**src/rtl/uart_pkg.sv**
```systemverilog
// Shared definitions for the UART receive path: data width and the receiver FSM states.
package uart_pkg;

    localparam int UART_DATA_BITS = 8;

    typedef enum logic [1:0] {
        RX_IDLE  = 2'd0,
        RX_START = 2'd1,
        RX_DATA  = 2'd2,
        RX_STOP  = 2'd3
    } rx_state_t;

endpackage

```
**src/rtl/sync_fifo.sv**
```systemverilog
// Show-ahead synchronous FIFO with a synchronous active-low reset.
// A push into a full FIFO is only accepted when a pop happens in the same cycle.
module sync_fifo #(
    parameter int WIDTH = 8,
    parameter int DEPTH = 16
) (
    input  logic                     clk,
    input  logic                     reset_n,
    input  logic                     push,
    input  logic [WIDTH-1:0]         push_data,
    output logic                     full,
    input  logic                     pop,
    output logic [WIDTH-1:0]         pop_data,
    output logic                     empty,
    output logic [$clog2(DEPTH):0]   count
);

    localparam int AW = $clog2(DEPTH);

    logic [WIDTH-1:0] mem [DEPTH];
    logic [AW-1:0]    wr_ptr;
    logic [AW-1:0]    rd_ptr;
    logic             push_fire;
    logic             pop_fire;

    assign empty     = (count == '0);
    assign full      = (count == (AW+1)'(DEPTH));
    assign pop_fire  = pop && !empty;
    assign push_fire = push && (!full || pop_fire);
    assign pop_data  = mem[rd_ptr];

    // Storage is not reset; only the pointers and count define what is valid.
    always_ff @(posedge clk) begin
        if (push_fire) begin
            mem[wr_ptr] <= push_data;
        end
    end

    always_ff @(posedge clk) begin
        if (!reset_n) begin
            wr_ptr <= '0;
            rd_ptr <= '0;
            count  <= '0;
        end else begin
            if (push_fire) begin
                wr_ptr <= wr_ptr + 1'b1;
            end
            if (pop_fire) begin
                rd_ptr <= rd_ptr + 1'b1;
            end
            case ({push_fire, pop_fire})
                2'b10:   count <= count + 1'b1;
                2'b01:   count <= count - 1'b1;
                default: count <= count;
            endcase
        end
    end

endmodule

```
**src/rtl/cpu_uart_rx.sv**
```systemverilog
// 8N1 UART receiver for the CPU serial input: pin synchroniser, bit-period timer,
// frame FSM and a receive FIFO drained over a valid/ready handshake.
module cpu_uart_rx
    import uart_pkg::*;
#(
    parameter int CLK_PER_BIT = 16,
    parameter int FIFO_DEPTH  = 16
) (
    input  logic                      clk,
    input  logic                      reset_n,
    input  logic                      rxd,
    output logic [UART_DATA_BITS-1:0] rdata,
    output logic                      rvalid,
    input  logic                      rready,
    output logic                      frame_err,
    output logic                      overrun
);

    localparam int TW = $clog2(CLK_PER_BIT);
    localparam logic [TW-1:0] HALF_LAST = TW'(CLK_PER_BIT/2 - 1);
    localparam logic [TW-1:0] BIT_LAST  = TW'(CLK_PER_BIT - 1);

    rx_state_t                 state;
    logic                      rxd_m;
    logic                      rxd_s;
    logic                      rxd_p;
    logic [TW-1:0]             timer;
    logic [2:0]                bit_idx;
    logic [UART_DATA_BITS-1:0] shift_reg;

    logic                      stop_sample;
    logic                      fifo_push;
    logic                      fifo_full;
    logic                      fifo_empty;
    logic                      pop_fire;
    logic [$clog2(FIFO_DEPTH):0] fifo_count;

    assign stop_sample = (state == RX_STOP) && (timer == BIT_LAST);
    assign fifo_push   = stop_sample && rxd_s;
    assign pop_fire    = rready && !fifo_empty;
    assign rvalid      = (fifo_count != '0);

    // Data sampling happens mid-bit, so leaving STOP at its sample point lets a
    // start edge arriving at the nominal end of the stop bit be caught.
    always_ff @(posedge clk) begin
        if (!reset_n) begin
            rxd_m     <= 1'b1;
            rxd_s     <= 1'b1;
            rxd_p     <= 1'b1;
            state     <= RX_IDLE;
            timer     <= '0;
            bit_idx   <= '0;
            shift_reg <= '0;
            frame_err <= 1'b0;
            overrun   <= 1'b0;
        end else begin
            rxd_m     <= rxd;
            rxd_s     <= rxd_m;
            rxd_p     <= rxd_s;
            frame_err <= 1'b0;
            overrun   <= 1'b0;
            case (state)
                RX_IDLE: begin
                    if (rxd_p && !rxd_s) begin
                        timer <= '0;
                        state <= RX_START;
                    end
                end
                RX_START: begin
                    if (timer == HALF_LAST) begin
                        if (rxd_s) begin
                            state <= RX_IDLE;
                        end else begin
                            timer   <= '0;
                            bit_idx <= '0;
                            state   <= RX_DATA;
                        end
                    end else begin
                        timer <= timer + 1'b1;
                    end
                end
                RX_DATA: begin
                    if (timer == BIT_LAST) begin
                        shift_reg <= {rxd_s, shift_reg[UART_DATA_BITS-1:1]};
                        timer     <= '0;
                        if (bit_idx == 3'd7) begin
                            state <= RX_STOP;
                        end else begin
                            bit_idx <= bit_idx + 1'b1;
                        end
                    end else begin
                        timer <= timer + 1'b1;
                    end
                end
                RX_STOP: begin
                    if (timer == BIT_LAST) begin
                        timer <= '0;
                        state <= RX_IDLE;
                        if (!rxd_s) begin
                            frame_err <= 1'b1;
                        end else if (fifo_full && !pop_fire) begin
                            overrun <= 1'b1;
                        end
                    end else begin
                        timer <= timer + 1'b1;
                    end
                end
                default: state <= RX_IDLE;
            endcase
        end
    end

    sync_fifo #(
        .WIDTH (UART_DATA_BITS),
        .DEPTH (FIFO_DEPTH)
    ) u_rx_fifo (
        .clk       (clk),
        .reset_n   (reset_n),
        .push      (fifo_push),
        .push_data (shift_reg),
        .full      (fifo_full),
        .pop       (rready),
        .pop_data  (rdata),
        .empty     (fifo_empty),
        .count     (fifo_count)
    );

endmodule

```
**config.mk**
```make
export PLATFORM = sky130hd
export DESIGN_NAME = cpu_uart_rx
export DESIGN_NICKNAME = d
export VERILOG_FILES = /design/src/rtl/uart_pkg.sv /design/src/rtl/sync_fifo.sv /design/src/rtl/cpu_uart_rx.sv
export SDC_FILE = /design/constraint.sdc
export NUM_CORES = 1
export LEC_CHECK = 0
export CAP_MARGIN = 20
export CORE_ASPECT_RATIO = 0.5
export CORE_MARGIN = 2
export CORE_UTILIZATION = 56
export CTS_CLUSTER_SIZE = 8
export DETAILED_ROUTE_END_ITERATION = 10
export GPL_TIMING_DRIVEN = 0
export PLACE_DENSITY = 0.83
export SLEW_MARGIN = 20
export SYNTH_ARGS = -nofsm -noshare
export SYNTH_HDL_FRONTEND = slang
export SYNTH_SLANG_ARGS = --single-unit
```
**constraint.sdc**
```tcl
create_clock -name clk -period 4.3 [get_ports clk]
set_clock_uncertainty 0.1 [all_clocks]
set_input_delay 0.645 -clock clk [delete_from_list [all_inputs] [get_ports clk]]
set_output_delay 0.645 -clock clk [all_outputs]
set_load 0.01 [all_outputs]
```
=== Word level (Yosys, flattened, before mapping) ===
Memories as Yosys holds them, arrays and structs flattened. A register that Yosys moved wholly into a read port is not among the register bits.
Index checks and enable logic that the tools add are counted.

* $add $sub $neg: 6
* Multiply operators: 0
* Divide/modulo/power cells: 0
* Order comparisons: 0
* Equal/unequal tests: 17
* Shift operators: 0
* Muxes and demuxes: 24
* Bitwise gates (word level): 0
* Reductions and logical operators: 23

{| class="wikitable"
|+ Operators with widths
! cell !! count
|-
| $mux 4 || 6
|-
| $add 4x1->4 const B || 3
|-
| $mux 2 || 6
|-
| $mux 3 || 4
|-
| $ne 2x2->1 const B || 6
|-
| $pmux 4 s3 || 1
|-
| $pmux 5 s2 || 1
|-
| $reduce_and 5->1 || 2
|-
| $pmux 2 s4 || 1
|-
| $eq 2x2->1 const B || 3
|-
| $logic_and 1x1->1 || 6
|-
| $pmux 3 s2 || 1
|-
| $add 5x1->5 const B || 1
|-
| $eq 5x5->1 const B || 1
|-
| $logic_not 5->1 || 1
|-
| $reduce_bool 5->1 || 1
|-
| $sub 5x1->5 const B || 1
|-
| $eq 2x1->1 const B || 2
|-
| $eq 4x3->1 const B || 1
|-
| $eq 4x4->1 const B || 1
|-
| $logic_not 1->1 || 4
|-
| $mux 1 || 4
|-
| $reduce_and 2->1 || 2
|-
| $reduce_and 4->1 || 1
|-
| 9 further kinds || 10
|}

* Register bits: 35
* Bits in latches: 0
* Bits in writable memories: 128
* Bits in read-only memories: 0
* Bits of input ports: 4
* Logic and storage cells: 83
* Memories: 1

{| class="wikitable"
|+ Memories
! name !! depth !! width !! rd ports !! clocked after memory_dff !! write ports !! RTL line !! RTL
|-
| u_rx_fifo.mem || 16 || 8 || 1 || 1 || 1 || sync_fifo.sv:20 || <nowiki>logic [WIDTH-1:0] mem [DEPTH];</nowiki>
|}

=== Logic depth before layout (Yosys ltp) ===
Gate-level depths: netlist of run 1.

* Word-level depth: 7
* Mapped depth: 13
* Mapped depth without buffers: 10

=== By module ===
Synthesis of run 1 repeated with hierarchy kept, for this count alone.

* Cells, all modules: 439
* Area total of the unflattened synthesis: 6904.1 sq um

{| class="wikitable"
|+ Modules (own cells, without submodules)
! module !! instances !! cells each !! area each (sq um)
|-
| sync_fifo || 1 || 323 || 5895.7
|-
| cpu_uart_rx || 1 || 116 || 1008.5
|}

=== Least setup slack after synthesis of run 1 ===
OpenSTA, ideal clock, no wires.

* Path kind: register -> register
* From: reg u_rx_fifo.count[1]
* To: reg u_rx_fifo.count[2]
* Library setup time: 71 ps
* Arrival time: 2955 ps
* Path slack: 1174 ps
* Stages on the path, launching flop included: 14
* Buffers on the path: 4
* Path through: dfxtp_1 buf_6 or4_1 buf_2 o311ai_4 buf_4 ha_1 clkbuf_1 xor2_1 ha_1 a21oi_1 xor2_1 or3_1 a21oi_1

* Cells in the longest elaborated chain, start to end: 7

{| class="wikitable"
|+ RTL lines
! element !! RTL line !! RTL
|-
| start, declared || sync_fifo.sv:15 || <nowiki>output logic [$clog2(DEPTH):0] count</nowiki>
|-
| start signal, assigned || sync_fifo.sv:52 || <nowiki>2'b10: count <= count + 1'b1;</nowiki>
|-
| start signal, assigned || sync_fifo.sv:53 || <nowiki>2'b01: count <= count - 1'b1;</nowiki>
|-
| start signal, assigned || sync_fifo.sv:54 || <nowiki>default: count <= count;</nowiki>
|-
| $logic_not 5->1 || sync_fifo.sv:26 || <nowiki>assign empty = (count == '0);</nowiki>
|-
| $logic_not 1->1 || sync_fifo.sv:28 || <nowiki>assign pop_fire = pop && !empty;</nowiki>
|-
| $logic_and 1x1->1 || sync_fifo.sv:28 ||
|-
| $logic_or 1x1->1 || sync_fifo.sv:29 || <nowiki>assign push_fire = push && (!full || pop_fire);</nowiki>
|-
| $logic_and 1x1->1 || sync_fifo.sv:29 ||
|-
| $eq 2x1->1 / $eq 2x2->1 (equally long branches) || sync_fifo.sv:51 || <nowiki>case ({push_fire, pop_fire})</nowiki>
|-
| $pmux 5 s2 / $reduce_bool 2->1 (equally long branches) || n/a ||
|}

Several ways; a longest one is shown, not always the timed one.
A chain may end at the register's enable or synchronous reset.

==> impl_metrics.csv, run 1 <==
group,metric,value,unit
worst_setup_path,start_kind,"register",
placement,place_area,0.00719,sq mm
clocking,cts_hold_buf,0,
worst_hold_path,hold_start,"rxd_m",
status,status,"complete, no violations",
synthesis,yosys_warnings,0,
timing,hold_viol_final,0,
drt,wl,14000,microns
timing,relSlewSlack,0.320,
timing,max_freq,262,MHz
finish,area_growth,15.9,%
clocking,clkTransAtPathRegs,0.07,ns
clocking,clk_path_buf_depth,2,
clocking,cts_setup_buffers,0,
worst_setup_path,r2r-start,"u_rx_fifo.count[2]",
finish,drive_above_1_share,0.225,
worst_hold_path,worstHoldPathType,"register to register",
placement,dpl.hpwl,8960,microns
global_route,grt_overflow,0,
worst_setup_path,r2r_end,"u_rx_fifo.count[2]",
clocking,h-tree-depth,4,
timing,min_period,3.82,ns
finish,fillCellCount,770,
run,drv_cap,0,
worst_hold_path,hold_depth,1,
timing,report.final.slew_viol_count,0,
finish,final_cell_mix,"edfxtp_1, mux4_2, dfxtp_1",
timing,rsz0062_at_grt,"false",
synthesis,syn_area,0.00670,sq mm
global_route,first_global_vias,3621,
die,ios,15,
power,p_per_area,413,mW/mm^2
clocking,clock-sinks,167,
global_route,grt.total_usage,0.228,
drt,avgRoutedWirePerCell,22.6,microns
finish,layout_commonest_cell,"edfxtp_1",
worst_setup_path,path_cells,"clkbuf_1 -> buf_2 -> mux4_2 -> mux4_2 -> clkdlybuf4s50_1",
power,leakagePower,0.00254,uW
finish,largest_reg_flops,128,
worst_setup_path,cp-end-kind,"primary output",
clocking,cts_tree,"done",
worst_setup_path,rrSetupSlack,0.58,ns
timing,setup_viol,0,
finish,fin_area,0.00777,sq mm
clocking,root_buffer,"clkbuf_16",
drt,drtAntennaViolNets,0,
die,fp.dieW,159,microns
drt,drcViolationCount,0,
worst_setup_path,crit_fanout,10,
timing,finalSetupTns,0,ns
worst_setup_path,r2r_cells,13,
timing,whs,0.317,ns
synthesis,synth_seq_cells,167,
die,die_y,81.4,microns
global_route,antenna_found_initial,0,
clocking,cts-resized-gates,0,
synthesis,synth_fp_nets,410,
die,initial_utilization,0.571,
power,ir_worst_vdd,0.279,mV
global_route,grt_pass1_wl,20900,microns
global_route,grt_max_degree,19,
finish,diodes,0,
worst_hold_path,holdPathEnd,"rxd_s",
worst_setup_path,slowest_stage,"mux4_2",
drt,drtIter0Drc,331,
synthesis,synth_area_per_cell,17.0,sq um
worst_setup_path,crit_type,"register to primary output",
placement,port_buffers,14,
finish,finish.utilization,0.662,
synthesis,synthCells,395,
die,fp.dieArea,0.0129,sq mm
worst_setup_path,arrival,3.08,ns
placement,place_congestion,0.807,
worst_setup_path,cp.required,3.56,ns
finish,finalNetCount,455,
synthesis,yosysSeqAreaShare,0.690,
clocking,numCtsBuffers,17,
worst_setup_path,cp_common_cell,"mux4_2",
worst_setup_path,slowest_delay,0.57,ns
synthesis,synth_cell_types,44,
drt,firstDrtPassIters,6,
timing,min_period_over_period,0.889,
drt,avgViaCountPerCell,6.03,
clocking,clk_latency,0.42,ns
die,rows,28,
timing,worstMarginPinSlew,1.02,ns
die,core_area,0.0117,sq mm
drt,via_count,3727,
[how the worst max path moves through the flow]
stage                                  start             endpoint  slack (ns)  cells after the start
after floorplan           u_rx_fifo.count[1]   u_rx_fifo.count[2]        1.17                     13
after global placement                rready  u_rx_fifo.mem[4][0]        0.65                      4
after detailed placement              rready   u_rx_fifo.count[2]        0.49                     11
after CTS                           register             rdata[7]        0.41                      5
after global routing      u_rx_fifo.count[2]   u_rx_fifo.count[2]        0.30                     13
final                               register             rdata[1]        0.48                      5
[routing by layer]
metal,up-vias,share of wire,track usage
li1,1646,-,-
met1,1882,0.44,0.310
met2,176,0.48,0.375
met3,23,0.069,0.0552
met4,0,0.015,0.0697
met5,-,0,0
[power breakdown]
group | leakage [uW] | total [uW] | internal [uW] | switching, uW
registers | 0.00150 | 1720 | 1710 | 1.75
clock network | 0.000284 | 1470 | 776 | 693
logic | 0.000755 | 20.4 | 7.55 | 12.9
total | 0.00254 | 3200 | 2500 | 708
[metrics by stage]
stage / std cells / total power, uW / setup slack [ns]
after floorplan: 395 / 1760 / 1.17
after global placement: 574 / 1770 / 0.651
after detailed placement: 586 / 1770 / 0.494
after CTS: 618 / 3220 / 0.407
after global routing: 618 / 3290 / 0.300
final: 618 / 3200 / 0.479
[cells by family after synthesis]
logic type,synth area share
xor+xnor,0.00915
fa+ha+maj,0.0205
mux,0.157
compound gates,0.0329
buf+inv,0.0215
simple gates,0.0691
flops,0.690
[cells in the mapped netlist, drive strengths merged]
master  count  area, sq um
a22oi       1         7.51
nor3        4         20.0
buf         9         50.1
or3         4         25.0
and2        1         6.26
mux2i      15          150
and4        2         17.5
nand4       1         6.26
a31oi       1         6.26
nor2b       4         25.0
inv         9         33.8
nor4       14         87.6
or4         1         7.51
nor4b       1         8.76
o21ai       7         35.0
nand3b      2         15.0
nand2       7         26.3
dfxtp      39          781
a32o        1         10.0
clkinv      2         7.51
nand3       8         40.0
xor2        5         43.8
ha         11          138
nand2b      7         43.8
o311ai      1         26.3
clkbuf     14         52.6
o21a        2         15.0
mux4       40          901
a21oi      11         55.1
a2111o      1         11.3
o211ai      3         22.5
o31ai       1         7.51
xnor2       2         17.5
a311oi      1         8.76
and3b       1         8.76
a21o        1         7.51
edfxtp    128         3840
a211oi      1         7.51
and3        2         12.5
nor2       30          113
[worst max-delay path: cells and delay by family (launching register included)]
| family | cells | cell delay, ns |
|---|---|---|
| buffers and inverters | 3 | 1.26 |
| muxes | 2 | 1.08 |
| DFF | 1 | 0.31 |
[layout make-up]
cell class	instances	area, sq um	share of cell area
Clock inverter	14	145	0.0187
Timing Repair Buffer	26	210	0.0271
Multi-Input combinational cell	194	2010	0.259
Buffer	23	103	0.0132
Clock buffer	18	429	0.0553
Tap cell	165	206	0.0266
Sequential cell	167	4620	0.595
Inverter	11	41.3	0.00532
Note: power is estimated with default switching activity, not from simulation.
==> run 2: changes to the inputs <==
DONT_BUFFER_PORTS = 1   (was not set)
PLACE_DENSITY = 0.81   (was 0.83)
SKIP_CTS_REPAIR_TIMING = 1   (was not set)
==> impl_metrics.csv, run 2 (synthesis gave the netlist of run 1 again) <==
group,metric,value,unit
status,status,"complete, no violations",
worst_setup_path,slowest_stage,"o311ai_4",
die,ios,15,
worst_setup_path,slowest_delay,0.53,ns
clocking,cts_tree,"done",
worst_setup_path,cp.depth,13,
worst_setup_path,r2r-start,"u_rx_fifo.count[2]",
finish,finalNetCount,441,
clocking,numCtsBuffers,17,
finish,diodes,0,
die,initial_utilization,0.571,
worst_setup_path,cp.required,4.55,ns
global_route,first_global_vias,3580,
placement,dpl.hpwl,8610,microns
worst_setup_path,r2r_cells,13,
power,p_seq_frac,0.526,
finish,largest_reg_flops,128,
clocking,h-tree-depth,4,
finish,seq_area,0.00462,sq mm
timing,finalSetupTns,0,ns
drt,wl,14100,microns
clocking,clk_latency,0.42,ns
worst_setup_path,setup.worst_path.end,"u_rx_fifo.count[2]",
die,fp.dieW,159,microns
die,rows,28,
timing,report.final.slew_viol_count,0,
placement,place_area,0.00704,sq mm
die,fp.dieArea,0.0129,sq mm
timing,max_freq,275,MHz
clocking,root_buffer,"clkbuf_16",
finish,final_cell_mix,"edfxtp_1, mux4_2, dfxtp_1",
finish,layout_commonest_cell,"edfxtp_1",
finish,finish.utilization,0.651,
worst_hold_path,hold_start,"reset_n",
finish,drive_above_1_share,0.232,
timing,hold_viol_final,0,
power,swShare,0.206,
worst_setup_path,arrival,3.89,ns
global_route,grt_overflow,0,
power,power_frac_comb,0.005,
timing,relSlewSlack,0.368,
clocking,clkTransAtPathRegs,0.06,ns
timing,worstMarginPinSlew,0.944,ns
placement,place_congestion,0.810,
power,p_per_area,427,mW/mm^2
drt,via_count,3640,
worst_setup_path,crit_fanout,11,
clocking,clock-sinks,167,
finish,multi_input_area,0.00201,sq mm
worst_setup_path,crit_type,"register to register",
worst_setup_path,startpoint,"u_rx_fifo.count[2]",
finish,area_growth,13.9,%
placement,port_buffers,0,
drt,drtIter0Drc,295,
worst_setup_path,worst-path-buf-inv,4,
power,ir_worst_vdd,0.280,mV
drt,firstDrtPassIters,4,
drt,avgRoutedWirePerCell,23.4,microns
timing,whs,0.223,ns
worst_setup_path,r2r_end,"u_rx_fifo.count[2]",
timing,rsz0062_at_grt,"false",
power,clkPwrFrac,0.469,
global_route,grt.total_usage,0.236,
global_route,antenna_found_initial,0,
finish,fin_area,0.00763,sq mm
timing,min_period,3.64,ns
power,leakagePower,0.00249,uW
worst_setup_path,rrSetupSlack,0.66,ns
finish,fillCellCount,777,
drt,drcViolationCount,0,
drt,drtAntennaViolNets,0,
worst_setup_path,start_kind,"register",
drt,avgViaCountPerCell,6.03,
power,p_int,2590,uW
die,die_y,81.4,microns
worst_hold_path,worstHoldPathType,"primary input to register",
worst_setup_path,path_cells,"clkbuf_1 -> or4_1 -> buf_2 -> o311ai_4 -> buf_4 -> ha_1 -> clkbuf_1 -> xor2_1 -> ha_1 -> a21oi_1 -> xor2_1 -> or3_1 -> a21oi_1",
timing,setup_viol,0,
worst_setup_path,crit_family,"buffers and inverters",
worst_setup_path,cp-end-kind,"register",
die,core_area,0.0117,sq mm
run,drv_cap,0,
global_route,grt_pass1_wl,21700,microns
power,power.switching,671,uW
timing,min_period_over_period,0.847,
global_route,grt_max_degree,19,
clocking,clk_path_buf_depth,2,
[run 2: cell types whose count changed in the layout (fill, tap and decap cells not counted), sizes merged]
cell / change
bufinv: +2
inv: -3
clkinvlp: +2
clkdlybuf4s50: -14
clkinv: -1
[run 2: area by class of cell]
cell class,instances,area share
clock inverter,14,0.0213
tap,165,0.0270
multi-input combinational,194,0.263
timing repair buffer,12,0.00787
sequential,167,0.606
inverter,11,0.00541
clock buffer,18,0.0562
buffer,23,0.0134
[run 2: metrics by stage]
| stage | cells | setup WS (ns) | power, uW |
|---|---|---|---|
| final | 604 | 0.659 | 3260 |
| after global routing | 604 | 0.380 | 3340 |
| after CTS | 604 | 0.671 | 3270 |
| after detailed placement | 572 | 0.704 | 1770 |
| after global placement | 560 | 0.718 | 1770 |
| after floorplan | 395 | 1.17 | 1760 |
[run 2: power by group through the flow]
stage / combinational, uW / sequential, uW / clock (uW)
finish: 16.6 / 1720 / 1530
global route: 19.1 / 1710 / 1600
CTS: 16.7 / 1720 / 1540
detailed placement: 16.2 / 1750 / 0
global placement: 16.0 / 1750 / 0
floorplan: 12.7 / 1750 / 0
[run 2: worst min-delay path by stage]
| stage | slack [ns] | to | cells after the start |
|---|---|---|---|
| 4_1_cts | 0.21 | rxd_p | 1 |
| 3_5_place_dp | 0.30 | rxd_s | 1 |
| 3_3_place_gp | 0.30 | rxd_s | 1 |
| 6_report | 0.22 | rxd_p | 1 |
| 2_1_floorplan | 0.29 | rxd_s | 1 |
| 5_1_grt | 0.22 | rxd_m | 1 |
[run 2: per-layer routing]
layer / share of wire / GRT usage / up-vias / routed length (microns)
li1: - / - / 1615 / -
met1: 0.43 / 0.317 / 1821 / 6060
met2: 0.48 / 0.380 / 177 / 6760
met3: 0.066 / 0.0562 / 27 / 929
met4: 0.025 / 0.0982 / 0 / 356
met5: 0 / 0 / - / 0
[run 2: worst reg2reg max path, delay by kind of cell (launching register included)]
family,cells,cell delay [ns]
xor gates and xnor gates,2,0.34
DFF,1,0.30
and+or+nand+nor,2,0.79
AOI/OAI and AO/OA,3,0.72
adders and majority gates,2,0.37
buffers and inverters,4,0.96
==> run 3: changes to the inputs <==
clock period = 3.4 ns   (was 4.3 ns; I/O delays follow)
==> impl_metrics.csv, run 3 (synthesis gave the netlist of run 1 again) <==
group,metric,value,unit
worst_setup_path,rrSetupSlack,0.24,ns
power,p_int,3280,uW
finish,finalNetCount,442,
global_route,grt_max_degree,19,
die,core_area,0.0117,sq mm
power,swShare,0.207,
run,drv_cap,0,
timing,min_period_over_period,0.963,
timing,hold_viol_final,0,
clocking,numCtsBuffers,17,
timing,timing.final.ws_setup,0.126,ns
worst_setup_path,crit_type,"register to primary output",
clocking,cts_tree,"done",
worst_setup_path,crit_fanout,10,
finish,drive_above_1_share,0.239,
placement,place_area,0.00704,sq mm
die,ios,15,
global_route,antenna_found_initial,0,
drt,wl,14200,microns
worst_setup_path,r2r-start,"u_rx_fifo.count[2]",
timing,setup_viol,0,
clocking,clock-sinks,167,
finish,layout_commonest_cell,"edfxtp_1",
global_route,grt.total_usage,0.236,
finish,final_cell_mix,"edfxtp_1, mux4_2, dfxtp_1",
drt,drtIter0Drc,294,
drt,firstDrtPassIters,6,
placement,pre_cts_ws,-0.196,ns
finish,largest_reg_flops,128,
drt,drcViolationCount,0,
drt,avgRoutedWirePerCell,23.5,microns
worst_hold_path,hold_depth,1,
clocking,clkTransAtPathRegs,0.06,ns
placement,port_buffers,0,
finish,fin_area,0.00765,sq mm
die,initial_utilization,0.571,
power,ir_worst_vdd,0.355,mV
placement,place_congestion,0.810,
finish,finish.utilization,0.652,
worst_hold_path,hold_start,"reset_n",
placement,dp.cells,572,
worst_setup_path,start_kind,"register",
global_route,grt_pass1_wl,21700,microns
timing,max_freq,305,MHz
worst_hold_path,holdPathEnd,"rxd_p",
clocking,h-tree-depth,4,
power,clkPwrFrac,0.470,
power,leakagePower,0.00250,uW
status,status,"complete, no violations",
finish,diodes,0,
timing,report.final.slew_viol_count,0,
global_route,first_global_vias,3580,
timing,min_period,3.27,ns
die,fp.dieW,159,microns
worst_setup_path,r2r_end,"u_rx_fifo.count[2]",
worst_hold_path,worstHoldPathType,"primary input to register",
worst_setup_path,cp-end-kind,"primary output",
global_route,grt_overflow,0,
clocking,root_buffer,"clkbuf_16",
timing,worstMarginPinSlew,0.942,ns
power,power_frac_comb,0.005,
drt,avgViaCountPerCell,6.07,
clocking,clk_path_buf_depth,2,
timing,finalSetupTns,0,ns
timing,relSlewSlack,0.370,
clocking,clk_latency,0.42,ns
worst_setup_path,r2r_cells,12,
finish,fin_cells,605,
placement,dpl.hpwl,8610,microns
worst_setup_path,arrival,2.66,ns
power,p_seq_frac,0.525,
die,fp.dieArea,0.0129,sq mm
finish,area_growth,14.2,%
timing,rsz0062_at_grt,"false",
worst_setup_path,cp.required,2.79,ns
drt,drtAntennaViolNets,0,
die,die_y,81.4,microns
power,p_per_area,540,mW/mm^2
power,power.switching,853,uW
drt,via_count,3675,
die,rows,28,
run 3: cell count changes in the layout (fill, tap and decap cells not counted):
cell	previous run	this run
clkbuf_1	15	14
buf_6	1	2
buf_2	16	15
clkbuf_4	0	1
ha_1	11	10
buf_4	1	2
ha_2	0	1
run 3: layout make-up:
type	count	area, sq um
sequential	167	4620
fill	774	4080
multi-input combinational	194	2010
clock buffer	18	429
tap	165	206
clock inverter	14	163
buffer	22	105
timing repair buffer	14	75.1
inverter	11	41.3
run 3: worst max path at each step:
stage / startpoint / end / slack, ns / depth (start not counted)
2_1_floorplan: u_rx_fifo.count[1] / u_rx_fifo.count[2] / 0.27 / 13
3_3_place_gp: timer[0] / u_rx_fifo.mem[4][0] / -0.18 / 6
3_5_place_dp: u_rx_fifo.count[2] / u_rx_fifo.count[2] / -0.20 / 13
4_1_cts: u_rx_fifo.count[2] / u_rx_fifo.count[2] / -0.23 / 13
5_1_grt: u_rx_fifo.count[2] / u_rx_fifo.count[2] / 0.01 / 12
6_report: register / rdata[4] / 0.13 / 4
run 3: layer usage:
layer / vias to the layer above / routed length (microns) / track usage / part of all wire
met1: 1866 / 6150 / 0.317 / 0.43
met4: 0 / 359 / 0.0982 / 0.025
met2: 162 / 6780 / 0.380 / 0.48
li1: 1616 / - / - / -
met5: - / 0 / 0 / 0
met3: 31 / 922 / 0.0562 / 0.065
run 3: critical path, stage by stage, from the launching register on:
cell      delay, ns
dfxtp_1        0.30
clkbuf_1       0.37
buf_2          0.46
mux4_2         0.58
mux4_2         0.53
run 3: through the flow:
step | total power (uW) | hold slack, ns
floorplan | 2230 | 0.286
global placement | 2230 | 0.295
CTS | 4140 | 0.0765
global route | 4220 | 0.0854
detailed placement | 2240 | 0.300
finish | 4130 | 0.0875
run 3: power by group through the flow:
stage / clock, uW / sequential, uW / combinational (uW)
finish: 1940 / 2170 / 21.0
global route: 2030 / 2170 / 24.2
CTS: 1950 / 2170 / 21.1
detailed placement: 0 / 2210 / 20.5
global placement: 0 / 2210 / 20.2
floorplan: 0 / 2210 / 16.0
